### src/rtl/vend_controller_pkg.sv
// Shared definitions for the vending datapath: coin encoding, cents width, controller state encoding.
// Coin indices and values are also used by the downstream change maker.
package vend_controller_pkg;

  localparam int CENTS_W = 9;
  localparam int COIN_W  = 5;

  localparam int COIN_DOLLAR  = 4;
  localparam int COIN_HALF    = 3;
  localparam int COIN_QUARTER = 2;
  localparam int COIN_DIME    = 1;
  localparam int COIN_NICKEL  = 0;

  localparam logic [CENTS_W-1:0] CENTS_DOLLAR  = 9'd100;
  localparam logic [CENTS_W-1:0] CENTS_HALF    = 9'd50;
  localparam logic [CENTS_W-1:0] CENTS_QUARTER = 9'd25;
  localparam logic [CENTS_W-1:0] CENTS_DIME    = 9'd10;
  localparam logic [CENTS_W-1:0] CENTS_NICKEL  = 9'd5;

  localparam logic [1:0] ST_IDLE      = 2'd0;
  localparam logic [1:0] ST_CREDIT    = 2'd1;
  localparam logic [1:0] ST_CHG_START = 2'd2;
  localparam logic [1:0] ST_CHG_WAIT  = 2'd3;

  typedef enum logic [1:0] {
    IDLE      = ST_IDLE,
    CREDIT    = ST_CREDIT,
    CHG_START = ST_CHG_START,
    CHG_WAIT  = ST_CHG_WAIT
  } state_t;

endpackage

### src/rtl/vend_controller_coin_value_decode.sv
// Combinational one-hot coin to cents decode; invalid flags any non-zero, non-one-hot pattern.
// Zero input decodes to 0 cents and is not invalid.
module coin_value_decode
  import vend_controller_pkg::*;
(
  input  logic [4:0] coin,
  output logic [8:0] value,
  output logic       invalid
);

  always_comb begin
    value   = '0;
    invalid = 1'b0;
    if ((coin != '0) && !$onehot(coin)) begin
      invalid = 1'b1;
    end else if (coin[COIN_DOLLAR]) begin
      value = CENTS_DOLLAR;
    end else if (coin[COIN_HALF]) begin
      value = CENTS_HALF;
    end else if (coin[COIN_QUARTER]) begin
      value = CENTS_QUARTER;
    end else if (coin[COIN_DIME]) begin
      value = CENTS_DIME;
    end else if (coin[COIN_NICKEL]) begin
      value = CENTS_NICKEL;
    end
  end

endmodule

### src/rtl/vend_controller.sv
// Vending front end: coin credit, item select, cancel/refund, and change hand-off to the change maker.
// All outputs registered; each response appears one cycle after the input causing it.
module vend_controller
  import vend_controller_pkg::*;
#(
  parameter int PRICE0     = 65,
  parameter int PRICE1     = 125,
  parameter int PRICE2     = 150,
  parameter int PRICE3     = 35,
  parameter int MAX_CREDIT = 500
) (
  input  logic       clk,
  input  logic       reset,
  input  logic [4:0] coin_in,
  input  logic       select_valid,
  input  logic [1:0] select_id,
  input  logic       cancel,
  input  logic       cm_done,
  output logic       cm_start,
  output logic [8:0] change_amt,
  output logic [8:0] credit,
  output logic       vend_valid,
  output logic [1:0] vend_id,
  output logic       coin_reject,
  output logic       err_insufficient,
  output logic       busy
);

  localparam logic [CENTS_W-1:0] P0    = CENTS_W'(PRICE0);
  localparam logic [CENTS_W-1:0] P1    = CENTS_W'(PRICE1);
  localparam logic [CENTS_W-1:0] P2    = CENTS_W'(PRICE2);
  localparam logic [CENTS_W-1:0] P3    = CENTS_W'(PRICE3);
  localparam logic [CENTS_W:0]   MAX_C = (CENTS_W+1)'(MAX_CREDIT);

  state_t       state, state_n;
  logic [8:0]   credit_n;
  logic [8:0]   change_n;
  logic [1:0]   vend_id_n;
  logic         vend_valid_n;
  logic         coin_reject_n;
  logic         err_n;
  logic         cm_start_n;
  logic         busy_n;

  logic [8:0]   coin_value;
  logic         coin_invalid;
  logic         coin_present;
  logic [9:0]   coin_sum;
  logic         coin_fits;
  logic [8:0]   price;

  coin_value_decode u_coin_decode (
    .coin    (coin_in),
    .value   (coin_value),
    .invalid (coin_invalid)
  );

  assign coin_present = (coin_in != '0);
  // One extra bit so credit + coin can never wrap before the limit check.
  assign coin_sum     = {1'b0, credit} + {1'b0, coin_value};
  assign coin_fits    = !coin_invalid && (coin_sum <= MAX_C);

  always_comb begin
    price = P0;
    case (select_id)
      2'd0:    price = P0;
      2'd1:    price = P1;
      2'd2:    price = P2;
      default: price = P3;
    endcase
  end

  always_comb begin
    state_n       = state;
    credit_n      = credit;
    change_n      = change_amt;
    vend_id_n     = vend_id;
    vend_valid_n  = 1'b0;
    coin_reject_n = 1'b0;
    err_n         = 1'b0;

    case (state)
      IDLE, CREDIT: begin
        if (cancel) begin
          // Cancel consumes the cycle even with no credit, so a coin alongside it is returned.
          if (credit != '0) begin
            change_n = credit;
            state_n  = CHG_START;
          end
          coin_reject_n = coin_present;
        end else if (select_valid) begin
          if (credit >= price) begin
            vend_valid_n = 1'b1;
            vend_id_n    = select_id;
            change_n     = credit - price;
            if (credit == price) begin
              credit_n = '0;
              state_n  = IDLE;
            end else begin
              state_n  = CHG_START;
            end
          end else begin
            err_n = 1'b1;
          end
          coin_reject_n = coin_present;
        end else if (coin_present) begin
          if (coin_fits) begin
            credit_n = coin_sum[8:0];
            state_n  = CREDIT;
          end else begin
            coin_reject_n = 1'b1;
          end
        end
      end

      CHG_START: begin
        credit_n      = '0;
        state_n       = CHG_WAIT;
        coin_reject_n = coin_present;
      end

      CHG_WAIT: begin
        coin_reject_n = coin_present;
        if (cm_done) begin
          change_n = '0;
          state_n  = IDLE;
        end
      end

      default: begin
        state_n = IDLE;
      end
    endcase

    cm_start_n = (state_n == CHG_START);
    busy_n     = (state_n == CHG_START) || (state_n == CHG_WAIT);
  end

  always_ff @(posedge clk or posedge reset) begin
    if (reset) begin
      state            <= IDLE;
      credit           <= '0;
      change_amt       <= '0;
      vend_id          <= '0;
      vend_valid       <= 1'b0;
      coin_reject      <= 1'b0;
      err_insufficient <= 1'b0;
      cm_start         <= 1'b0;
      busy             <= 1'b0;
    end else begin
      state            <= state_n;
      credit           <= credit_n;
      change_amt       <= change_n;
      vend_id          <= vend_id_n;
      vend_valid       <= vend_valid_n;
      coin_reject      <= coin_reject_n;
      err_insufficient <= err_n;
      cm_start         <= cm_start_n;
      busy             <= busy_n;
    end
  end

endmodule

### config.mk
export PLATFORM = sky130hd
export DESIGN_NAME = vend_controller
export DESIGN_NICKNAME = d
export VERILOG_FILES = /design/src/rtl/vend_controller_pkg.sv /design/src/rtl/vend_controller_coin_value_decode.sv /design/src/rtl/vend_controller.sv
export SDC_FILE = /design/constraint.sdc
export NUM_CORES = 1
export LEC_CHECK = 0
export ABC_AREA = 1
export BUFFER_PORTS_ARGS = -buffer_cell sky130_fd_sc_hd__buf_2
export CORE_MARGIN = 8
export CORE_UTILIZATION = 59
export DETAILED_ROUTE_END_ITERATION = 7
export GPL_ROUTABILITY_DRIVEN = 0
export HOLD_SLACK_MARGIN = 0.08
export PLACE_DENSITY_LB_ADDON = 0.05
export SLEW_MARGIN = 40
export SYNTH_ARGS = -nofsm -noshare
export SYNTH_HDL_FRONTEND = slang
export SYNTH_SLANG_ARGS = --single-unit
### constraint.sdc
create_clock -name clk -period 3.07 [get_ports clk]
set_input_delay 0.921 -clock clk [delete_from_list [all_inputs] [get_ports clk]]
set_output_delay 0.921 -clock clk [all_outputs]
set_load 0.005 [all_outputs]
==> run_results.csv, run 1 <==
group,metric,value,unit
run_status,status,"finished, violations left",
run_status,violations,"negative setup slack",
timing,max_slew_margin,56.87,%
worst_setup_path,ff2ff_setup_slack,0.66,ns
global_routing,grt_max_degree,28,
worst_setup_path,cp_max_fo,3,
worst_setup_path,crit_arrival,4.48,ns
cells_and_area,area_delta_synth_final,33.64,%
global_routing,overflow,0,
worst_setup_path,critPathMostFrequentCell,"nand2_1",
timing,holdWs,0.4866,ns
cells_and_area,layout.nets,485,
route,routed_wl,7098,um
logic_synthesis,ys_types,35,
worst_setup_path,cpPeakStageDelay,0.50,ns
clock_tree,path_clk_slew,0.10,ns
logic_synthesis,synth_area_leaders,"dfrtp_1, nand2_1, ha_1, inv_1, nand3_1",
timing,setup_viol,14,
worst_setup_path,setup.worst_path.end_class,"flip-flop",
clock_tree,cts_root_buffer,"clkbuf_8",
clock_tree,cts-buffers-inserted,3,
timing,period_minus_slack,4.297,ns
worst_setup_path,slowest_stage,"fa_1",
route,drt_iter0_drc,228,
cells_and_area,antennaDiodeCount,0,
global_routing,grt_first_pass_wirelength,11390,um
logic_synthesis,synth-seq-cells,27,
timing,rsz0062_at_grt,"yes",
timing,worstMarginPinSlew,0.6439,ns
route,drcViolationCount,0,
route,vias,2655,
route,postRouteAntennaNets,0,
place,dp_hpwl,5329,um
timing,finalHoldViolations,0,
clock_tree,insertion_delay,0.28,ns
worst_setup_path,start_kind,"input pin",
worst_hold_path,hold_path.class,"reg2reg",
floorplanning,die_width,80.75,um
power,ir_drop,322.8,uV
timing,post-route-period-util,140.0,%
clock_tree,htree_levels,1,
floorplanning,ios,37,
logic_synthesis,mappedNetlistNets,400,
job,drv_cap,0,
route,avgRoutedWirePerCell,14.43,um
power,leakagePower,0.001833,uW
logic_synthesis,synth_seq_area_share,27.31,%
worst_setup_path,cp_data_required_time,3.25,ns
logic_synthesis,synth_top_area_share,27.31,%
floorplanning,die-area,0.006521,mm^2
timing,max_freq,232.7,MHz
logic_synthesis,yosys.area.top_type,"dfrtp_1",
clock_tree,cts.sinks,27,
global_routing,grt_usage,21.59,%
logic_synthesis,netlist_area,0.002474,mm^2
global_routing,antenna_found_initial,0,
global_routing,grt_pass1_vias,2668,
power,cellPowerDensity,709.1,mW/mm^2
clock_tree,clk_path_buf_depth,2,
worst_setup_path,critical_path_class,"in2reg",
cells_and_area,fin_util,82.05,%
timing,clock_skew,0.003676,ns
timing,maxSlewViolCount,0,
cells_and_area,layout-drive-gt1-share,31.67,%
logic_synthesis,syn_inst,358,
floorplanning,initial_utilization,61.40,%
logic_synthesis,ys_warn_count,0,
place,portBuffers,36,
route,viasPerCell,5.396,
floorplanning,rows,23,
floorplanning,core_area,0.004029,mm^2
route,firstDrtPassIters,4,
floorplanning,chipHeight,80.75,um
logic_synthesis,syn_avg_cell_area,6.910,um^2
clock_tree,cts_tree,"done",
timing,setup_ws,-1.227,ns
-- Yosys cell counts (all sizes together) --
cell type,number
o21a,3
ha,26
a21boi,1
nand4,8
xnor2,1
o21ai,27
nor3,4
a41oi,1
a211oi,1
nor4,1
fa,4
nor2,33
dfrtp,27
and2,1
a21oi,11
nand3b,2
buf,1
o31ai,3
inv,71
nand3,30
nand2,93
o21bai,1
or2,1
a31oi,2
o211ai,2
xor2,2
clkbuf,1
-- registers in the layout, indices dropped and copies added (netlist names) --
signal / count
change_amt: 9
credit: 9
state: 2
vend_id: 2
busy: 1
cm_start: 1
coin_reject: 1
err_insufficient: 1
vend_valid: 1
-- path summary, 6_finish.rpt --
kind / cells after the start / end / startpoint
max: 27 / cm_start$_DFF_PP0_ / coin_in[1]
min: 2 / change_amt[1]$_DFFE_PP0P_ / change_amt[1]$_DFFE_PP0P_
max reg2reg: 9 / credit[3]$_DFFE_PP0P_ / credit[7]$_DFFE_PP0P_
min reg2reg: 2 / change_amt[1]$_DFFE_PP0P_ / change_amt[1]$_DFFE_PP0P_
max in group asynchronous: 3 / credit[6]$_DFFE_PP0P_ / reset
min in group asynchronous: 3 / vend_valid$_DFF_PP0_ / reset
-- final cells by class --
cell class | count | area, um^2
clock inverter | 1 | 5.005
tap | 50 | 62.56
timing repair buffer | 80 | 554.3
multi-input combinational | 259 | 1659
clock buffer | 3 | 41.29
inverter | 71 | 301.5
fill | 275 | 723.2
timing repair inverter | 1 | 6.256
sequential | 27 | 675.6
-- cells by family (layout without fill, tap and decap cells) --
| kind of cell | Yosys count | after routing | share of synthesized area [%] |
|---|---|---|---|
| AOI/OAI and AO/OA | 52 | 52 | 12.04 |
| xor gates and xnor gates | 3 | 3 | 1.062 |
| buffers and inverters | 73 | 156 | 11.58 |
| adders and majority gates | 30 | 30 | 16.39 |
| DFF | 27 | 27 | 27.31 |
| and+or+nand+nor | 173 | 174 | 31.61 |
-- cell usage in the layout (no fill, tap or decap), types with 3 or more instances in the layout --
| master | Yosys | final |
|---|---|---|
| nand3_2 | 5 | 13 |
| o21a_1 | 3 | 3 |
| nand4_1 | 8 | 8 |
| nor2_1 | 32 | 30 |
| buf_2 | 0 | 32 |
| inv_1 | 68 | 58 |
| buf_8 | 0 | 3 |
| nand2_2 | 4 | 10 |
| o31ai_1 | 3 | 3 |
| a21oi_1 | 10 | 10 |
| dfrtp_1 | 27 | 27 |
| ha_1 | 26 | 23 |
| o21ai_1 | 8 | 10 |
| buf_4 | 0 | 42 |
| clkbuf_8 | 0 | 3 |
| buf_6 | 1 | 3 |
| o21ai_0 | 19 | 15 |
| inv_2 | 2 | 8 |
| nand3_1 | 25 | 17 |
| nand2_1 | 87 | 81 |
| nor2_2 | 1 | 3 |
-- repair_timing --
item                                    CTS  global route
gates cloned                              2             0
hold buffers                              0             0
endpoints found under the setup margin   14            14
gates resized for setup                  22            17
setup buffers                             5             1
pin swaps                                20            15
-- stage by stage --
step,power [uW],std cells,TNS (ns),instance area (um^2),worst slack (ns)
3_5_place_dp,2008,480,-21.22,3074,-1.586
5_1_grt,2545,492,-18.32,3306,-1.414
6_report,2344,492,-16.16,3306,-1.227
3_3_place_gp,1954,480,-19.18,3074,-1.433
4_1_cts,2284,491,-14.01,3231,-1.060
2_1_floorplan,1507,358,-14.06,2561,-1.083
-- metal layers --
metal / track usage, % / vias to the layer above / share of wire [%]
li1: - / 1320 / -
met2: 40.50 / 104 / 52
met1: 24.62 / 1211 / 39
met5: 0 / - / 0
met3: 1.876 / 20 / 6.3
met4: 8.214 / 0 / 2.6
-- worst max-delay path: cells and delay by family --
family	cells	cell delay, ns
adder cells (fa/ha/maj)	5	1.65
buffers and inverters	7	0.48
AND/OR/NAND/NOR	15	1.42
-- power breakdown --
part / switching, uW / internal, uW / leakage [uW]
registers: 118 / 479 / 0.000349
logic: 902 / 636 / 0.00146
clock network: 118 / 91.3 / 0.0000255
No activity file was read; power rests on OpenSTA's default activity.
==> run 2: changes to the inputs <==
--- a/config.mk
+++ b/config.mk
@@ -8,7 +8,7 @@
 export ABC_AREA = 1
 export BUFFER_PORTS_ARGS = -buffer_cell sky130_fd_sc_hd__buf_2
 export CORE_MARGIN = 8
-export CORE_UTILIZATION = 59
+export CORE_UTILIZATION = 60
 export DETAILED_ROUTE_END_ITERATION = 7
 export GPL_ROUTABILITY_DRIVEN = 0
 export HOLD_SLACK_MARGIN = 0.08
==> constraint.sdc (replaced) <==
create_clock -name clk -period 3.07 [get_ports clk]
set_input_delay 0.307 -clock clk [delete_from_list [all_inputs] [get_ports clk]]
set_output_delay 0.307 -clock clk [all_outputs]
set_load 0.005 [all_outputs]
==> run 2 against run 1 <==
Compared with the run above: critical endpoint is now credit[3]$_DFFE_PP0P_; the flow still finishes with violations (negative setup slack); combinational power about the same; clock skew is 0.0035 ns higher; non-clock buffer count down 7; setup slack improved by 0.69 ns; sequential share of layout area rose by 0.43 points; worst hold slack got worse by 0.42 ns; highest routed layer unchanged.
==> run_results.csv, run 2 (synthesized netlist as in run 1, its figures left out) <==
group,metric,value,unit
run_status,status,"finished, violations left",
run_status,violations,"negative setup slack",
worst_setup_path,cp_max_fo,6,
floorplanning,initial_utilization,62.29,%
floorplanning,ios,37,
place,place_ws,-0.9412,ns
worst_hold_path,hold_path.class,"in2async",
timing,finalHoldViolations,0,
cells_and_area,layout_common_cells,"nand2_1, inv_1, buf_4, buf_2, nor2_1",
timing,clock_skew,0.007171,ns
timing,setup_ws,-0.5408,ns
route,drcViolationCount,0,
floorplanning,chipHeight,80.21,um
clock_tree,cts_tree,"done",
job,drv_cap,0,
floorplanning,die-area,0.006434,mm^2
clock_tree,postCtsHoldBufs,0,
route,vias,2674,
place,portBuffers,36,
route,avgRoutedWirePerCell,14.79,um
route,firstDrtPassIters,5,
worst_setup_path,startpoint,"coin_in[1]",
global_routing,antenna_found_initial,0,
global_routing,grt_first_pass_wirelength,12030,um
worst_setup_path,crit_arrival,3.78,ns
cells_and_area,postLayoutCellArea,0.003237,mm^2
floorplanning,die_width,80.21,um
timing,rsz0062_at_grt,"yes",
clock_tree,clk_path_buf_depth,2,
timing,maxSlewViolCount,0,
cells_and_area,antennaDiodeCount,0,
clock_tree,cts.sinks,27,
route,postRouteAntennaNets,0,
clock_tree,cts_root_buffer,"clkbuf_8",
power,leakagePower,0.001790,uW
worst_setup_path,start_kind,"input pin",
cells_and_area,largestRegisters,"change_amt x9, credit x9",
timing,max_slew_margin,62.43,%
worst_setup_path,setup.worst_path.end_class,"flip-flop",
route,routed_wl,7173,um
power,cellPowerDensity,716.4,mW/mm^2
clock_tree,path_clk_slew,0.10,ns
cells_and_area,layout.nets,478,
clock_tree,cts-buffers-inserted,3,
place,dp_hpwl,5207,um
power,power_frac_clock,8.9,%
cells_and_area,layout-drive-gt1-share,30.80,%
route,viasPerCell,5.513,
power,pwr-share-seq,25.7,%
worst_setup_path,ff2ff_setup_slack,0.65,ns
power,swShare,47.87,%
power,p_comb_share,65.4,%
timing,setup_viol,14,
power,ir_drop,409.2,uV
cells_and_area,area_delta_synth_final,30.85,%
worst_setup_path,critical_path_class,"in2reg",
global_routing,grt_pass1_vias,2740,
global_routing,grt_usage,22.95,%
floorplanning,core_area,0.003971,mm^2
timing,worstMarginPinSlew,0.5627,ns
worst_setup_path,cp_data_required_time,3.24,ns
timing,max_freq,276.9,MHz
worst_setup_path,worstRegToRegCells,9,
worst_setup_path,r2r-end,"credit[3]$_DFFE_PP0P_",
global_routing,grt_max_degree,28,
timing,period_minus_slack,3.611,ns
global_routing,overflow,0,
power,p_sw,1110,uW
worst_setup_path,reg2reg_from,"credit[7]$_DFFE_PP0P_",
route,drt_iter0_drc,353,
clock_tree,htree_levels,1,
place,placed_area,0.002984,mm^2
timing,post-route-period-util,117.6,%
worst_setup_path,cp-endpoint,"credit[3]$_DFFE_PP0P_",
clock_tree,insertion_delay,0.28,ns
power,cell_internal_pwr,1209,uW
floorplanning,rows,23,
cells_and_area,final_common_cell,"nand2_1",
[run 2: how the worst min path moves through the flow]
| stage | startpoint | end | slack [ns] | cells past startpoint |
|---|---|---|---|---|
| floorplan | reset | busy$_DFF_PP0_ | 0.36 | 1 |
| global placement | change_amt[6]$_DFFE_PP0P_ | change_amt[6]$_DFFE_PP0P_ | 0.46 | 2 |
| detailed placement | reset | change_amt[8]$_DFFE_PP0P_ | 0.40 | 2 |
| CTS | reset | change_amt[0]$_DFFE_PP0P_ | 0.09 | 2 |
| global route | reset | change_amt[0]$_DFFE_PP0P_ | 0.12 | 2 |
| finish | reset | change_amt[0]$_DFFE_PP0P_ | 0.07 | 2 |
[run 2: per-stage QoR]
stage / cells / utilization (%) / total power [uW] / hold WS, ns / TNS (ns)
after detailed placement: 468 / 75.14 / 1943 / 0.3970 / -12.04
after global routing: 485 / 81.51 / 2522 / 0.1221 / -8.830
final: 485 / 81.51 / 2319 / 0.07097 / -6.378
after floorplan: 358 / - / 1507 / 0.3597 / -5.464
after global placement: 468 / 75.14 / 1894 / 0.4583 / -10.37
after CTS: 484 / 81.03 / 2273 / 0.09426 / -4.429
[run 2: per-layer routing]
metal,GRT usage (%),routed length (um),vias to the layer above
met4,11.82,310,0
li1,-,-,1308
met3,2.902,425,30
met1,25.90,2750,1216
met5,0,0,-
met2,41.07,3686,120
[run 2: power by group through the flow]
| stage | combinational [uW] | sequential, uW | clock (uW) |
|---|---|---|---|
| final | 1520 | 597 | 206 |
| after global routing | 1690 | 614 | 222 |
| after CTS | 1470 | 593 | 206 |
| after detailed placement | 1350 | 597 | 0 |
| after global placement | 1300 | 589 | 0 |
| after floorplan | 924 | 583 | 0 |
[run 2: cell type report]
cell class | instances | area [um^2]
clock buffers | 4 | 45.04
fillers | 275 | 734.5
repair buffers | 73 | 498.0
inverters | 71 | 299.0
repair inverters | 1 | 6.256
multi-input cells | 259 | 1650
flip-flops and latches | 27 | 675.6
well taps | 50 | 62.56
[run 2: worst max-delay path, cell delays in order]
cell and delay [ns]:
buf_8 0.08, inv_4 0.03, ha_4 0.25, inv_2 0.03, fa_2 0.35, fa_1 0.50
nand3b_1 0.12, nand2_2 0.13, inv_2 0.06, nor3_2 0.16, buf_4 0.15, inv_2 0.04
fa_2 0.37, inv_2 0.09, buf_4 0.11, nand2_1 0.09, nand4_1 0.11, nand2_1 0.07
nor2_1 0.13, nand3_2 0.13, nand3_2 0.09, nand2_2 0.08, nand2_4 0.14, inv_8 0.05
nand3_2 0.06, o21ai_2 0.06
[run 2: timing repair]
action | 4_1_cts | 5_1_grt
setup endpoints to repair | 14 | 14
gates resized for setup | 31 | 4
gates cloned | 2 | 0
endpoints found under the hold margin | 0 | 0
setup buffers | 10 | 1
pin swaps | 18 | 3
